===== src/rtl/video_sync_gen.sv =====
// video_sync_gen: raster timing generator placed between the PPU and the
// palette/colour stage. Follows the core's beam counters while they carry
// frame starts, and coasts on internal h/v counters when the core stalls or is
// held in reset, so the scaler downstream always sees a stable raster.
module video_sync_gen #(
  parameter int CE_DIV        = 4,
  parameter int H_TOTAL       = 341,
  parameter int V_TOTAL_NTSC  = 262,
  parameter int V_TOTAL_PAL   = 312,
  parameter int H_ACTIVE      = 256,
  parameter int H_VISIBLE     = 280,
  parameter int V_ACTIVE      = 240,
  parameter int HS_START      = 279,
  parameter int HS_END        = 304,
  parameter int VS_START_NTSC = 243,
  parameter int VS_START_PAL  = 270,
  parameter int VS_LEN        = 3,
  parameter int CROP_V        = 8,
  parameter int CROP_H        = 19,
  parameter int LOCK_FRAMES   = 2
) (
  input  logic       clk,
  input  logic       reset,
  input  logic [8:0] core_h,
  input  logic [8:0] core_v,
  input  logic       pal_video,
  input  logic       hide_overscan,
  output logic       ce_pix,
  output logic       ce_eval,
  output logic [9:0] x,
  output logic [9:0] y,
  output logic       is_padding,
  output logic       hsync,
  output logic       vsync,
  output logic       hblank,
  output logic       vblank,
  output logic       freerun,
  output logic       hold_reset
);

  localparam int PHASE_W = $clog2(CE_DIV);
  localparam int MISS_W  = $clog2(LOCK_FRAMES + 1);

  localparam logic [PHASE_W-1:0] PHASE_EVAL = PHASE_W'(CE_DIV / 2);
  localparam logic [MISS_W-1:0]  MISS_SAT   = MISS_W'(LOCK_FRAMES);
  localparam logic [MISS_W-1:0]  MISS_LAST  = MISS_W'(LOCK_FRAMES - 1);

  localparam logic [9:0] H_LAST      = 10'(H_TOTAL - 1);
  localparam logic [9:0] V_LAST_NTSC = 10'(V_TOTAL_NTSC - 1);
  localparam logic [9:0] V_LAST_PAL  = 10'(V_TOTAL_PAL - 1);
  localparam logic [9:0] H_ACT_W     = 10'(H_ACTIVE);
  localparam logic [9:0] HS_START_W  = 10'(HS_START);
  localparam logic [9:0] HS_END_W    = 10'(HS_END);
  localparam logic [9:0] CROP_V_W    = 10'(CROP_V);

  typedef enum logic [1:0] {LOCKED, COAST, FREERUN} sync_state_t;

  sync_state_t        state;
  logic [MISS_W-1:0]  miss_cnt;
  logic [PHASE_W-1:0] phase;
  logic               reset_d;
  logic               reset_entry;
  logic [9:0]         h_cnt;
  logic [9:0]         v_cnt;
  logic [8:0]         core_v_prev;
  logic               resync;
  logic               line_end;
  logic               frame_end;
  logic               use_internal;
  logic [9:0]         v_last;
  logic [9:0]         h_vis_edge;
  logic [9:0]         v_act_edge;
  logic [9:0]         vs_start;
  logic [9:0]         vs_stop;

  // Reset values are loaded on the first cycle of a reset; while reset stays
  // high the divider and internal raster keep running so the output coasts.
  assign reset_entry = reset & ~reset_d;

  // Pixel divider: ce_pix at phase 0, ce_eval half a pixel later.
  always_ff @(posedge clk) begin
    // NOTE: registered state uses non-blocking assignments so every flop
    // samples the pre-edge values regardless of statement order.
    reset_d <= reset;
    if (reset_entry) begin
      phase   <= '0;
      ce_pix  <= 1'b0;
      ce_eval <= 1'b0;
    end else begin
      phase   <= phase + 1'b1;
      ce_pix  <= (phase == '0);
      ce_eval <= (phase == PHASE_EVAL);
    end
  end

  // Source selection and compare thresholds for the current mode.
  always_comb begin
    // NOTE: every signal in this block is assigned on every path, so no
    // latch is inferred.
    use_internal = reset || (state == FREERUN);
    x            = use_internal ? h_cnt : {1'b0, core_h};
    y            = use_internal ? v_cnt : {1'b0, core_v};
    v_last       = pal_video ? V_LAST_PAL : V_LAST_NTSC;
    h_vis_edge   = hide_overscan ? 10'(H_VISIBLE - CROP_H) : 10'(H_VISIBLE);
    v_act_edge   = hide_overscan ? 10'(V_ACTIVE - CROP_V) : 10'(V_ACTIVE);
    vs_start     = pal_video ? 10'(VS_START_PAL) : 10'(VS_START_NTSC);
    vs_stop      = vs_start + 10'(VS_LEN);
  end

  assign resync     = (core_v_prev == 9'd511) && (core_v == 9'd0);
  assign line_end   = (h_cnt >= H_LAST);
  // v_last is only consulted at line end, so a pal_video change mid-line
  // cannot cut the current line short.
  assign frame_end  = line_end && (v_cnt >= v_last);
  assign freerun    = use_internal;
  assign is_padding = (x >= H_ACT_W);

  // Internal raster counters; a core frame start (511 -> 0) realigns them.
  always_ff @(posedge clk) begin
    if (reset_entry) begin
      h_cnt       <= '0;
      v_cnt       <= '0;
      core_v_prev <= '0;
    end else if (ce_eval) begin
      core_v_prev <= core_v;
      if (resync) begin
        h_cnt <= '0;
        v_cnt <= '0;
      end else if (line_end) begin
        h_cnt <= '0;
        v_cnt <= frame_end ? 10'd0 : v_cnt + 10'd1;
      end else begin
        h_cnt <= h_cnt + 10'd1;
      end
    end
  end

  // Lock tracker: counts internal frames without a core frame start.
  always_ff @(posedge clk) begin
    if (reset) begin
      state    <= FREERUN;
      miss_cnt <= '0;
    end else if (ce_eval) begin
      if (resync) begin
        miss_cnt <= '0;
        state    <= LOCKED;
      end else if (frame_end) begin
        if (miss_cnt >= MISS_LAST) begin
          miss_cnt <= MISS_SAT;
          state    <= FREERUN;
        end else begin
          miss_cnt <= miss_cnt + 1'b1;
          if (state == LOCKED) state <= COAST;
        end
      end
    end
  end

  // Sync and blank flags, registered once per pixel from the selected x/y.
  always_ff @(posedge clk) begin
    if (reset_entry) begin
      hsync  <= 1'b0;
      vsync  <= 1'b0;
      hblank <= 1'b0;
      vblank <= 1'b0;
    end else if (ce_pix) begin
      hblank <= (x >= h_vis_edge) && (x <= H_LAST);
      vblank <= (y >= v_act_edge) || (hide_overscan && (y < CROP_V_W));
      if (x == HS_START_W) begin
        hsync <= 1'b1;
        vsync <= (y >= vs_start) && (y < vs_stop);
      end else if (x == HS_END_W) begin
        hsync <= 1'b0;
      end
    end
  end

  // hold_reset stays high until the internal raster returns to the origin.
  always_ff @(posedge clk) begin
    if (reset) begin
      hold_reset <= 1'b1;
    end else if ((h_cnt == '0) && (v_cnt == '0)) begin
      hold_reset <= 1'b0;
    end
  end

endmodule


===== config.mk =====
export PLATFORM = sky130hd
export DESIGN_NAME = video_sync_gen
export DESIGN_NICKNAME = d
export VERILOG_FILES = /design/src/rtl/video_sync_gen.sv
export SDC_FILE = /design/constraint.sdc
export NUM_CORES = 1
export LEC_CHECK = 0
export BUFFER_PORTS_ARGS = -buffer_cell sky130_fd_sc_hd__buf_2
export CORE_MARGIN = 2
export CORE_UTILIZATION = 28
export DETAILED_ROUTE_END_ITERATION = 8
export GPL_TIMING_DRIVEN = 0
export PLACE_DENSITY = 0.53
export SYNTH_ARGS = -nofsm -noshare
export SYNTH_HDL_FRONTEND = slang
export SYNTH_SLANG_ARGS = --single-unit
export TNS_END_PERCENT = 30

===== constraint.sdc =====
create_clock -name clk -period 4.01 [get_ports clk]
set_input_delay 0.401 -clock clk [delete_from_list [all_inputs] [get_ports clk]]
set_output_delay 0.401 -clock clk [all_outputs]
set_load 0.02 [all_outputs]

== Word level (Yosys, flattened, before mapping) ==
Index checks and enable logic that the tools add are counted.
Storage, ports and cells
  bits in registers: 43
  input port bits: 22
  output and inout port bits: 29
Operators by class
  add/subtract/negate cells: 5
  magnitude comparators: 10
  eq/ne operators: 5
  mux-type cells: 20
  bitwise operators: 2
  reductions and logical operators: 22
Operator list (number)
  10-bit two-way mux: 7
  10-bit by 9-bit greater-or-equal comparator with 1-bit output: 3
  10-bit by 1-bit adder with 10-bit output (second input constant): 2
  10-bit by 9-bit == test with 1-bit output (second input constant): 2
  10-bit by 9-bit greater-or-equal comparator with 1-bit output (second input constant): 2
  10-bit logical NOT: 2
  2-bit two-way mux: 7
  9-bit by 2-bit adder with 10-bit output (second input constant): 1
  10-bit by 8-bit greater-or-equal comparator with 1-bit output: 1
  10-bit by 9-bit less-or-equal comparator with 1-bit output (second input constant): 1
  10-bit less-than comparator: 1
  10-bit by 4-bit less-than comparator with 1-bit output (second input constant): 1
  5-bit two-way mux: 2
  9-bit == test (second input constant): 1
  9-bit logical NOT: 1
  9-bit two-way mux: 1
  2-bit AND reduction: 4
  1-bit logical AND: 6
  6-bit two-way mux: 1
  2-bit nonzero test: 3
  2-bit by 1-bit adder with 2-bit output (second input constant): 2
  2-bit == test (second input constant): 2
  2-bit logical NOT: 2
  3-bit AND reduction: 1
  other kinds (6): 8

== Logic depth before layout (Yosys ltp) ==
  depth in word-level cells: 6
  gate-level depth with buffers: 12
  depth with buffers taken out: 10

== Worst setup path before layout ==
No wires, ideal clock.
  path type: input to register
  from: input reset
  to: register vsync
  library setup time: 0.072 ns
  arrival: 3.225 ns
  data required time: 3.938 ns
  path slack: 0.714 ns
  stages: 12
  buffers on the path: 3
  path through: clkbuf_1 > nor2_2 > inv_1 > clkbuf_1 > clkbuf_1 > nand2_1 > nand2_1 > ha_1 > or4b_2 > a2111oi_0 > o221ai_1 > mux2i_1
On the way
  cells in the longest elaborated chain, start to end: 4
Ends and longest elaborated chain
  start: declaration: RTL line 23  | input logic reset,
  1-bit logical OR *: RTL line 100  | use_internal = reset || (state == FREERUN);
  net freerun: RTL line 37  | output logic freerun,
  10-bit two-way mux *: RTL line 102  | y = use_internal ? v_cnt : {1'b0, core_v};
  net y[5]: RTL line 31  | output logic [9:0] y,
  10-bit by 9-bit greater-or-equal comparator with 1-bit output / 10-bit less-than comparator (equally long branches): RTL line 171  | vsync <= (y >= vs_start) && (y < vs_stop);
  1-bit logical AND *: RTL line 171
  end signal: assignment: RTL line 171
  end: declaration: RTL line 34  | output logic vsync,
Mark *: on every way through the listed nets, which the timed path passes. The rest lies on a longest branch.
A chain may end at the register's enable or synchronous reset.

== Worst setup path after layout ==
  from: register state[1]
  to: register vsync
On the way
  cells in the longest elaborated chain, start to end: 5
Ends and longest elaborated chain
  start: declaration: RTL line 58  | sync_state_t state;
  start signal: assignment: RTL line 141  | state <= FREERUN;
  start signal: assignment: RTL line 146  | state <= LOCKED;
  start signal: assignment: RTL line 150  | state <= FREERUN;
  2-bit == test *: RTL line 100
  1-bit logical OR *: RTL line 100
  10-bit two-way mux (on tied branches): RTL line 102, 101
  10-bit by 9-bit greater-or-equal comparator with 1-bit output (tied with other cells): RTL line 171
  1-bit logical AND / 2-bit AND reduction (equally long branches)
Every way passes the cells marked *; elsewhere a longest branch is shown, timed or not.

==> reports/qor.yml <==
outcome: "finished, final reports clean"
firstDrtPassIters: 4
synthesis.area_mm2: 0.00288
hold_buf_count_cts: 0
max-cap-violations: 0
peak_vdd_ir_uv: 162
clk_pin_slew_ns: 0.10
wirelength_um: 8720
timing.fmax_mhz: 279
worst_ep_arrival_time_ns: 3.84
area_delta_synth_final_pct: 19.5
initial_antenna_violation_count: 0
finalSetupTns_ns: 0
synth_ff_type: "sky130_fd_sc_hd__dfxtp_1"
syn-mean-instance-area_um2: 8.16
cts_root_buffer: "sky130_fd_sc_hd__clkbuf_8"
layout-drive-gt1-share_pct: 22.0
grt_first_pass_wirelength_um: 13900
ys_seq_area_share_pct: 29.9
power.density_cell_area_mw_per_mm2: 335
post-route-period-util_pct: 89.4
floorplan.die.width_um: 105
grt-ovfl-total: 0
finalWeightedCongestion: 0.833
max_buffers_root_to_sink: 2
ys_seq_elements: 43
fp.dieH_um: 105
finalMaxSlewViolations: 0
mappedNetlistNets: 401
p_total_mw: 1.15
hold_path_class: "primary input to flip-flop"
finalSetupViolations: 0
peak_fanout_along_the_critical_path: 10
core_area_mm2: 0.0101
nNetsFinal: 460
h-tree-depth: 2
rsz0062_at_grt: "false"
async_flop_share_pct: 0
worst_skew_pair.late_latency_ns: 0.31
routed-via-count: 2820
cts_tree: "yes"
antennaDiodeCount: 0
cp-end-kind: "flip-flop"
groute.usage.overall_pct: 15.8
synth_enable_flop_cells: 0
grt_pass1_vias: 2695
initial_core_util_pct: 28.4
rows: 37
leakagePower_nw: 1.61
worstSetupPathType: "flip-flop to flip-flop"
antenna_violating_nets_post_route: 0
utilization_pct: 34.0
ys.warnings.count: 0
met1_length_um: 4190
clock_sink_count: 43
detail_route.iter0.violations: 143
place_hpwl_um: 6770
cp_data_required_time_ns: 4.26
final_hold_viol_count: 0
final.min_clock_period_ns: 3.59
highest_layer_used_for_signal_routing: "met4"
average_vias_per_placed_instance: 5.14
port_buffers: 50
grt_start_max_net_pins: 16
floorplan.io_pins: 51
wl_met2_um: 3900
route.met3.wl_um: 449
postSynthCellCount: 353
cts_made_buffers: 5
worst_pin_slew_ns: 0.745
die_footprint_mm2: 0.0111
worst_setup_path_start_kind: "flip-flop"
routed_wire_length_per_instance_um: 15.9
yosysUniqueCellTypes: 62
remaining_drc_errors: 0
max_slew_headroom_pct: 50.3
worst_clock_skew_ns: 0.0125
[power breakdown]
part	switching, mW	total [mW]	internal (mW)
logic	0.157	0.264	0.106
registers	0.0474	0.528	0.481
clock network	0.174	0.363	0.189
[path summary, 6_finish.rpt]
path	start	to	slack, ns	depth (start not counted)
worst max register to register	state[1]	vsync	0.42	11
worst max-delay path	state[1]	vsync	0.42	11
worst min-delay path	reset	reset_d	0.22	1
worst min register to register	phase[0]	phase[0]	0.43	1
[logic make-up (layout without fill, tap and decap cells)]
group / after synthesis / count (layout) / synth area share (%)
and+or+nand+nor: 149 / 149 / 25.7
buffers and inverters: 39 / 99 / 5.25
DFF: 43 / 43 / 29.9
AOI/OAI and AO/OA: 67 / 67 / 17.8
xor gates and xnor gates: 9 / 9 / 2.74
adders and majority gates: 26 / 26 / 11.3
muxes: 20 / 20 / 7.38
[layout make-up]
type / count / area (um2)
clock inverters: 3 / 47.5
clock buffers: 5 / 68.8
fillers: 1102 / 6690
multi-input cells: 271 / 1870
inverters: 23 / 90.1
well taps: 136 / 170
flip-flops and latches: 43 / 861
repair buffers: 53 / 273
plain buffers: 15 / 65.1
[registers in the layout (all words and copies together) (netlist names)]
| name | flops |
|---|---|
| miss_cnt | 2 |
| state | 2 |
| h_cnt | 10 |
| v_cnt | 10 |
| phase | 2 |
| core_v_prev | 9 |
| hsync | 1 |
| vblank | 1 |
| ce_eval | 1 |
| ce_pix | 1 |
| vsync | 1 |
| reset_d | 1 |
| hblank | 1 |
| hold_reset | 1 |
[cell usage in the layout, fill, tap and decap left out, types with 5 or more instances in the layout]
master,count
sky130_fd_sc_hd__buf_2,53
sky130_fd_sc_hd__nand2_1,51
sky130_fd_sc_hd__dfxtp_1,43
sky130_fd_sc_hd__nor2_1,33
sky130_fd_sc_hd__ha_1,26
sky130_fd_sc_hd__inv_1,21
sky130_fd_sc_hd__mux2i_1,16
sky130_fd_sc_hd__nor3_1,16
sky130_fd_sc_hd__o21ai_0,11
sky130_fd_sc_hd__a21oi_1,9
sky130_fd_sc_hd__clkbuf_1,8
sky130_fd_sc_hd__nand3_1,7
sky130_fd_sc_hd__nand4_1,7
sky130_fd_sc_hd__and3_1,5
sky130_fd_sc_hd__or2_2,5
sky130_fd_sc_hd__and2_1,5
sky130_fd_sc_hd__xnor2_1,5
sky130_fd_sc_hd__a2111oi_0,5
sky130_fd_sc_hd__clkbuf_8,5
[timing repair]
| action | CTS | global route |
|---|---|---|
| endpoints found under the setup margin | 1 | 1 |
| buffers inserted | 0 | 3 |
| gates resized for setup | 1 | 5 |
[cell usage after synthesis (2+ instances only)]
cell type	count	area, um2
sky130_fd_sc_hd__o2111ai_1	3	26.3
sky130_fd_sc_hd__buf_2	3	15.0
sky130_fd_sc_hd__mux2i_1	16	160
sky130_fd_sc_hd__nand4b_1	3	26.3
sky130_fd_sc_hd__nand3_1	7	35.0
sky130_fd_sc_hd__nand2_1	51	191
sky130_fd_sc_hd__o21a_1	2	15.0
sky130_fd_sc_hd__xnor2_1	5	43.8
sky130_fd_sc_hd__inv_1	22	82.6
sky130_fd_sc_hd__ha_1	26	325
sky130_fd_sc_hd__a22o_1	3	26.3
sky130_fd_sc_hd__a31oi_1	3	18.8
sky130_fd_sc_hd__xor2_1	4	35.0
sky130_fd_sc_hd__mux2_4	2	30.0
sky130_fd_sc_hd__o31ai_1	2	15.0
sky130_fd_sc_hd__a21oi_1	9	45.0
sky130_fd_sc_hd__nand2b_1	3	18.8
sky130_fd_sc_hd__nor3b_1	2	15.0
sky130_fd_sc_hd__nor3_1	16	80.1
sky130_fd_sc_hd__a2111oi_0	5	43.8
sky130_fd_sc_hd__nor4_1	3	18.8
sky130_fd_sc_hd__o32ai_1	2	17.5
sky130_fd_sc_hd__and3_1	5	31.3
sky130_fd_sc_hd__a2111oi_2	2	30.0
sky130_fd_sc_hd__mux2_2	2	22.5
sky130_fd_sc_hd__dfxtp_1	43	861
sky130_fd_sc_hd__clkbuf_1	12	45.0
sky130_fd_sc_hd__a211oi_1	2	15.0
sky130_fd_sc_hd__and2_1	5	31.3
sky130_fd_sc_hd__o21bai_1	2	15.0
sky130_fd_sc_hd__o211ai_1	2	15.0
sky130_fd_sc_hd__nor2_1	33	124
sky130_fd_sc_hd__a21o_1	4	30.0
sky130_fd_sc_hd__nand4_1	7	43.8
sky130_fd_sc_hd__o21ai_0	11	55.1
sky130_fd_sc_hd__or2_2	5	31.3
[metrics by stage]
| stage | cell area [um2] | instances | setup WS [ns] | hold slack, ns |
|---|---|---|---|---|
| final | 3440 | 549 | 0.423 | 0.223 |
| after global routing | 3440 | 549 | 0.0471 | 0.220 |
| after CTS | 3420 | 547 | 0.119 | 0.220 |
| after detailed placement | 3300 | 539 | -0.187 | 0.417 |
| after global placement | 3300 | 539 | -0.189 | 0.405 |
| after floorplan | 2880 | 353 | 0.714 | 0.393 |
[worst max-delay path, stage by stage, from the launching register on]
cell and delay (ns):
sky130_fd_sc_hd__dfxtp_1 0.38, sky130_fd_sc_hd__nor2b_1 0.45, sky130_fd_sc_hd__nor2_2 0.20, sky130_fd_sc_hd__clkbuf_2 0.27, sky130_fd_sc_hd__clkbuf_2 0.28, sky130_fd_sc_hd__nand2_1 0.11
sky130_fd_sc_hd__nand2_1 0.07, sky130_fd_sc_hd__ha_1 0.30, sky130_fd_sc_hd__or4b_2 0.58, sky130_fd_sc_hd__a2111oi_0 0.44, sky130_fd_sc_hd__o221ai_1 0.28, sky130_fd_sc_hd__mux2i_1 0.17
[metal layers]
layer / vias to the layer above / track usage, %
met2: 78 / 24.5
met4: 0 / 6.76
met5: - / 0
met3: 16 / 3.22
met1: 1342 / 21.3
li1: 1384 / -
No activity file was read; power rests on OpenSTA's default activity.
